`config.mk`:
```
export PLATFORM = sky130hd
export DESIGN_NAME = param_shift_reg
export DESIGN_NICKNAME = d
export VERILOG_FILES = /design/src/rtl/param_shift_reg.sv
export SDC_FILE = /design/constraint.sdc
export NUM_CORES = 1
export LEC_CHECK = 0
export ABC_AREA = 1
export CORE_ASPECT_RATIO = 0.8
export CORE_MARGIN = 2
export CORE_UTILIZATION = 30
export DETAILED_ROUTE_END_ITERATION = 10
export HOLD_SLACK_MARGIN = 0.06
export SETUP_SLACK_MARGIN = 0.5
export SLEW_MARGIN = 20
export SYNTH_ARGS = -nofsm -noshare
export SYNTH_HDL_FRONTEND = slang
export SYNTH_SLANG_ARGS = --single-unit
```
`constraint.sdc`:
```
create_clock -name clk -period 3.5 [get_ports clk]
set_clock_uncertainty 0.05 [all_clocks]
set_input_delay 0.525 -clock clk [delete_from_list [all_inputs] [get_ports clk]]
set_output_delay 0.525 -clock clk [all_outputs]
set_load 0.05 [all_outputs]
```
`src/rtl/param_shift_reg.sv`:
```
// Parameterised shift register with per-cycle operations and counted bursts.
// Stage i occupies pout[i*WIDTH +: WIDTH]; "up" moves data toward stage DEPTH-1.
module param_shift_reg #(
    parameter int unsigned WIDTH = 1,
    parameter int unsigned DEPTH = 4,
    parameter int unsigned CNT_W = 8
) (
    input  logic                             clk,
    input  logic                             rst,
    input  logic                             en,
    input  logic [2:0]                       mode,
    input  logic [WIDTH-1:0]                 sin,
    input  logic [WIDTH*DEPTH-1:0]           pin,
    input  logic                             start,
    input  logic [CNT_W-1:0]                 count,
    output logic [WIDTH*DEPTH-1:0]           pout,
    output logic [WIDTH-1:0]                 sout_up,
    output logic [WIDTH-1:0]                 sout_dn,
    output logic                             busy,
    output logic                             done,
    output logic [$clog2(DEPTH+1)-1:0]       fill
);

    localparam int unsigned DATA_W = WIDTH * DEPTH;
    localparam int unsigned FILL_W = $clog2(DEPTH + 1);

    localparam logic [2:0] MODE_SHUP  = 3'b001;
    localparam logic [2:0] MODE_SHDN  = 3'b010;
    localparam logic [2:0] MODE_ROTUP = 3'b011;
    localparam logic [2:0] MODE_ROTDN = 3'b100;
    localparam logic [2:0] MODE_LOAD  = 3'b101;
    localparam logic [2:0] MODE_CLR   = 3'b110;

    typedef enum logic {
        IDLE = 1'b0,
        RUN  = 1'b1
    } state_t;

    state_t              state_q, state_d;
    logic [DATA_W-1:0]   data_q, data_d;
    logic [FILL_W-1:0]   fill_q, fill_d;
    logic [CNT_W-1:0]    rem_q, rem_d;
    logic [2:0]          bmode_q, bmode_d;
    logic                busy_q, busy_d;
    logic                done_q, done_d;
    logic                op_en;
    logic [2:0]          op_mode;
    logic                burst_mode;

    // Only the four movement modes may run as a counted burst
    assign burst_mode = (mode == MODE_SHUP) || (mode == MODE_SHDN) ||
                        (mode == MODE_ROTUP) || (mode == MODE_ROTDN);

    // Next-state, burst bookkeeping and datapath operation
    always_comb begin
        state_d = state_q;
        data_d  = data_q;
        fill_d  = fill_q;
        rem_d   = rem_q;
        bmode_d = bmode_q;
        busy_d  = busy_q;
        done_d  = 1'b0;
        op_en   = 1'b0;
        op_mode = mode;

        case (state_q)
            IDLE: begin
                if (start) begin
                    // Accept edge latches the burst and performs no operation
                    if (burst_mode) begin
                        bmode_d = mode;
                        rem_d   = count;
                        if (count != CNT_W'(0)) begin
                            state_d = RUN;
                            busy_d  = 1'b1;
                        end else begin
                            busy_d  = 1'b0;
                            done_d  = 1'b1;
                        end
                    end
                end else if (en) begin
                    op_en   = 1'b1;
                    op_mode = mode;
                end
            end
            RUN: begin
                if (en) begin
                    op_en   = 1'b1;
                    op_mode = bmode_q;
                    rem_d   = rem_q - CNT_W'(1);
                    if (rem_q == CNT_W'(1)) begin
                        state_d = IDLE;
                        busy_d  = 1'b0;
                        done_d  = 1'b1;
                    end
                end
            end
            default: begin
                state_d = IDLE;
                busy_d  = 1'b0;
            end
        endcase

        if (op_en) begin
            case (op_mode)
                MODE_SHUP: begin
                    data_d = {data_q[DATA_W-WIDTH-1:0], sin};
                    if (fill_q != FILL_W'(DEPTH)) fill_d = fill_q + FILL_W'(1);
                end
                MODE_SHDN: begin
                    data_d = {sin, data_q[DATA_W-1:WIDTH]};
                    if (fill_q != FILL_W'(DEPTH)) fill_d = fill_q + FILL_W'(1);
                end
                MODE_ROTUP: data_d = {data_q[DATA_W-WIDTH-1:0], data_q[DATA_W-1 -: WIDTH]};
                MODE_ROTDN: data_d = {data_q[WIDTH-1:0], data_q[DATA_W-1:WIDTH]};
                MODE_LOAD: begin
                    data_d = pin;
                    fill_d = FILL_W'(DEPTH);
                end
                MODE_CLR: begin
                    data_d = '0;
                    fill_d = '0;
                end
                default: ;
            endcase
        end
    end

    // State register with synchronous reset taking priority over everything
    always_ff @(posedge clk) begin
        if (rst) begin
            state_q <= IDLE;
            data_q  <= '0;
            fill_q  <= '0;
            rem_q   <= '0;
            bmode_q <= '0;
            busy_q  <= 1'b0;
            done_q  <= 1'b0;
        end else begin
            state_q <= state_d;
            data_q  <= data_d;
            fill_q  <= fill_d;
            rem_q   <= rem_d;
            bmode_q <= bmode_d;
            busy_q  <= busy_d;
            done_q  <= done_d;
        end
    end

    assign pout    = data_q;
    assign fill    = fill_q;
    assign busy    = busy_q;
    assign done    = done_q;
    assign sout_up = data_q[DATA_W-1 -: WIDTH];
    assign sout_dn = data_q[WIDTH-1:0];

endmodule

```
# Word-level counts from Yosys, hierarchy flattened

Index checks and enable logic that the tools add are counted.

Register bits after elaboration: 21
Bits in latches: 0
Memory bits (writable): 0
ROM bits: 0
Input bits: 20
Output and inout bits: 11
Word-level logic and storage cells: 68
Memories kept: 0

Add/sub/neg operators: 2
Multiply operators: 0
Divide/modulo/power cells: 0
$lt $le $gt $ge: 0
Equality and inequality tests: 17
Shift-type cells: 0
Mux-type cells: 29
Bitwise gates (word level): 1
Reductions and logical operators: 12

Operators by type and width:

| operator                                               | number |
|---|---|
| two-way mux 8 bit                                      | 3 |
| one-hot mux 4 bit (6 select lines)                     | 1 |
| two-way mux 1 bit                                      | 16 |
| one-hot mux 8 bit (2 select lines)                     | 1 |
| == test 3 x 2 -> 1 bit (second input constant)         | 4 |
| == test 3 bit (second input constant)                  | 4 |
| one-hot mux 3 bit (3 select lines)                     | 1 |
| AND reduction 3 bit                                    | 3 |
| == test 8 x 1 -> 1 bit (second input constant)         | 1 |
| one-hot mux 1 bit (2 select lines)                     | 4 |
| nonzero test 8 bit                                     | 1 |
| subtractor 8 x 1 -> 8 bit (second input constant)      | 1 |
| == test 3 x 1 -> 1 bit (second input constant)         | 2 |
| two-way mux 3 bit                                      | 2 |
| inequality test 2 bit (second input constant)          | 3 |
| one-hot mux 3 bit (2 select lines)                     | 1 |
| nonzero test 6 bit                                     | 1 |
| inequality test 2 x 1 -> 1 bit (second input constant) | 2 |
| AND reduction 4 bit                                    | 1 |
| adder 3 x 1 -> 3 bit (second input constant)           | 1 |
| logical OR 1 bit                                       | 3 |
| inequality test 3 bit (second input constant)          | 1 |
| nonzero test 3 bit                                     | 1 |
| AND reduction 2 bit                                    | 1 |
| other kinds (2)                                        | 2 |

# Depth between registers and ports, before layout

Depth after elaboration: 7
Gate-level depth with buffers: 12
Mapped depth without buffers: 12

# Worst setup path after synthesis

No wires, ideal clock.

Path type: input port to flip-flop
Start point: in en
End point: reg data_q[1], in the netlist pout[1]
Setup time: 0.070 ns
Arrival: 1.953 ns
Data required time: 3.380 ns
Path slack: 1.427 ns
Stages: 11
Buffers on the path: 0
Path through: nand2_2 -> o21ai_0 -> inv_1 -> ha_1 -> nor2_1 -> inv_1 -> o21ai_1 -> nand3_1 -> nand2_1 -> nand2_1 -> a21oi_1

Cells in the longest elaborated chain, start to end: 5
Elaborated cells on any way between the ends: 14
Classes of those cells: 6 x eq/ne; 6 x mux; 2 x reduce/logical

RTL lines:

| item                                                 | line | source |
|---|---|---|
| start: declaration                                   | 10   | `input logic en,` |
| two-way mux 3 bit                                    | 87   | `if (en) begin` |
| one-hot mux 3 bit (2 select lines)                   | 66   | `case (state_q)` |
| == test 3 x 2 -> 1 bit, or another cell as far along | 105  | `case (op_mode)` |
| nonzero test 6 bit (no line)                         | n/a  |  |
| AND reduction 2 bit (no line)                        | n/a  |  |
| end signal: assignment                               | 141  | `data_q <= data_d;` |
| end: declaration                                     | 40   | `logic [DATA_W-1:0] data_q, data_d;` |

Parallel ways exist; a longest one is shown, timed or not.
A chain may end at the register's enable or synchronous reset.

# Final worst setup path

Same ends and word-level chain as after synthesis.

==> results.ini <==
[worst_setup_path]
critPathCaptureType=register
worst-path-max-fanout=6
critical_path_class=primary input to register
crit_arrival_ns=2.81
rrSetupSlack_ns=0.94
worstPathRequired_ns=3.65
setup.worst_path.start_class=primary input

[synthesis]
syn_nets=248
yosysWarnings=0
ys_seq_area_frac=0.301
synth_area_um2=1400
syn_inst=220
synthDistinctLibCells=24
syn_avg_cell_area_um2=6.35
ys_ff_latch=21

[timing]
rsz0062_at_grt=false
final.period_utilization=0.759
maxSlewHeadroom=0.639
fin_crit_ns=2.66
finalMaxSlewViolations=0
finalHoldViolCount=0
setup_slack_ns=0.845
setup_tns_ns=0
max_freq_mhz=377
setup_viol=0
tightest_slew_ns=0.541
whs_ns=0.421

[drt]
vias=1460
first_pass_iters=4
ant_nets=0
drtIter0Drc=100
wl_per_cell_um=11.6
drt_wl_total_um=3580
vias_per_cell=4.72
drc=0

[placement]
port_buffers=30
place_hpwl_um=2740
gp_congestion=0.836
postPlaceCellArea_um2=1750
dp.cells=305
place_ws_ns=0.612

[finish]
area_growth_pct=28.3
final_common_cell=nand2_1
layout-drive-gt1-share=0.0562
diodes=0
fin_area_um2=1790
layout_common_cells=nand2_1, inv_1, clkdlybuf4s50_1
n_fill_cell=506
post-route-util=0.394
nets=278
finalNonFillerCells=309

[clock_network]
cts_made_buffers=3
clk_latency_ns=0.26
postCtsHoldBufs=0
cts_resized=0
cts_root_buf=clkbuf_8
htree_levels=1
cts_setup_buffers=0
cts_tree=done
clock-sinks=21
cts_max_path_buffers=2
cts.clk_slew.worst_paths_ns=0.08

[power]
ir_worst_vdd_v=0.000192
p_leak_nw=0.795
pwr_density_cell_nw_per_um2=378
fin_total_pwr_uw=677

[floorplanning]
die_w_um=80.3
start_util=0.307
die_y_um=65.0
coreArea_um2=4540
dieArea_um2=5220
num_rows=22
io_pins=31

[global_route]
grt_pass1_vias=1326
grt_usage=0.149
grt_max_degree=16
grt_pass1_wl_um=6140
antenna_found_initial=0
gr-total-overflow=0

[status]
status=finished, final reports clean

[job]
maxCapViolCount=0

[min_path]
hp-class=register to register

-- cells by family (layout without fill, tap and decap cells) --
| kind of cell | Yosys count | after routing | synth area share |
|---|---|---|---|
| AO/OA/AOI/OAI | 47 | 47 | 0.177 |
| flip-flops | 21 | 21 | 0.301 |
| AND/OR/NAND/NOR | 104 | 104 | 0.331 |
| buffers and inverters | 38 | 67 | 0.108 |
| XOR/XNOR | 2 | 2 | 0.0125 |
| adder cells (fa/ha/maj) | 8 | 8 | 0.0717 |
-- metal layers --
metal,GRT usage,up-vias,part of all wire
met5,0,-,0
met4,0.0318,0,0
met3,0.0320,0,0.049
met2,0.203,37,0.40
met1,0.234,652,0.55
li1,-,771,-
-- worst paths after layout --
| path | start | end | cells past startpoint |
|---|---|---|---|
| worst max register to register | state_q | pout[1] | 11 |
| worst max-delay path | en | pout[1] | 12 |
| worst min-delay path | rem_q[5] | rem_q[5] | 2 |
| worst min register to register | rem_q[5] | rem_q[5] | 2 |
-- cell type report --
class,count,area (µm²),share of cell area
inverters,33,124,0.0691
clock inverters,1,5.00,0.00279
flip-flops and latches,21,420,0.235
clock buffers,3,41.3,0.0230
well taps,60,75.1,0.0419
repair buffers,30,300,0.168
multi-input cells,161,826,0.461
-- worst max-delay path: stages --
cell             delay [ns]
clkdlybuf4s50_1        0.56
nand2_2                0.13
o21ai_0                0.36
inv_1                  0.12
ha_1                   0.27
nor2_1                 0.18
inv_1                  0.11
o21ai_1                0.17
nand3_1                0.08
nand2_1                0.10
nand2_1                0.07
a21oi_1                0.14
-- state kept, by name, indices dropped and copies added (netlist names) --
signal   cells
state_q      1
bmode_q      3
rem_q        8
done         1
pout         4
fill         3
busy         1
-- synthesized netlist by cell type --
cell	n	share of area
o21ai_1	1	0.0036
a21oi_1	22	0.079
dfxtp_1	21	0.30
nand3_2	1	0.0072
o211ai_1	2	0.011
clkbuf_1	3	0.0081
nor2_1	20	0.054
ha_1	8	0.072
o31ai_1	1	0.0054
nor2_2	1	0.0045
o21bai_1	1	0.0054
nand2_1	51	0.14
nand2_2	6	0.027
inv_1	32	0.086
a31oi_1	1	0.0045
nand3_1	16	0.057
inv_2	1	0.0027
nor3b_1	1	0.0054
nand4_1	5	0.022
buf_4	2	0.011
nand4_2	1	0.0090
o21ai_0	19	0.068
nor3_1	2	0.0072
xor2_1	2	0.013
-- power breakdown --
part	leakage, nW	switching [mW]	internal (mW)	total (mW)
combinational	0.597	0.144	0.0877	0.231
clock	0.0255	0.0855	0.0795	0.165
sequential	0.172	0.0214	0.259	0.280
total	0.795	0.250	0.426	0.677
Note: power is estimated with default switching activity, not from simulation.
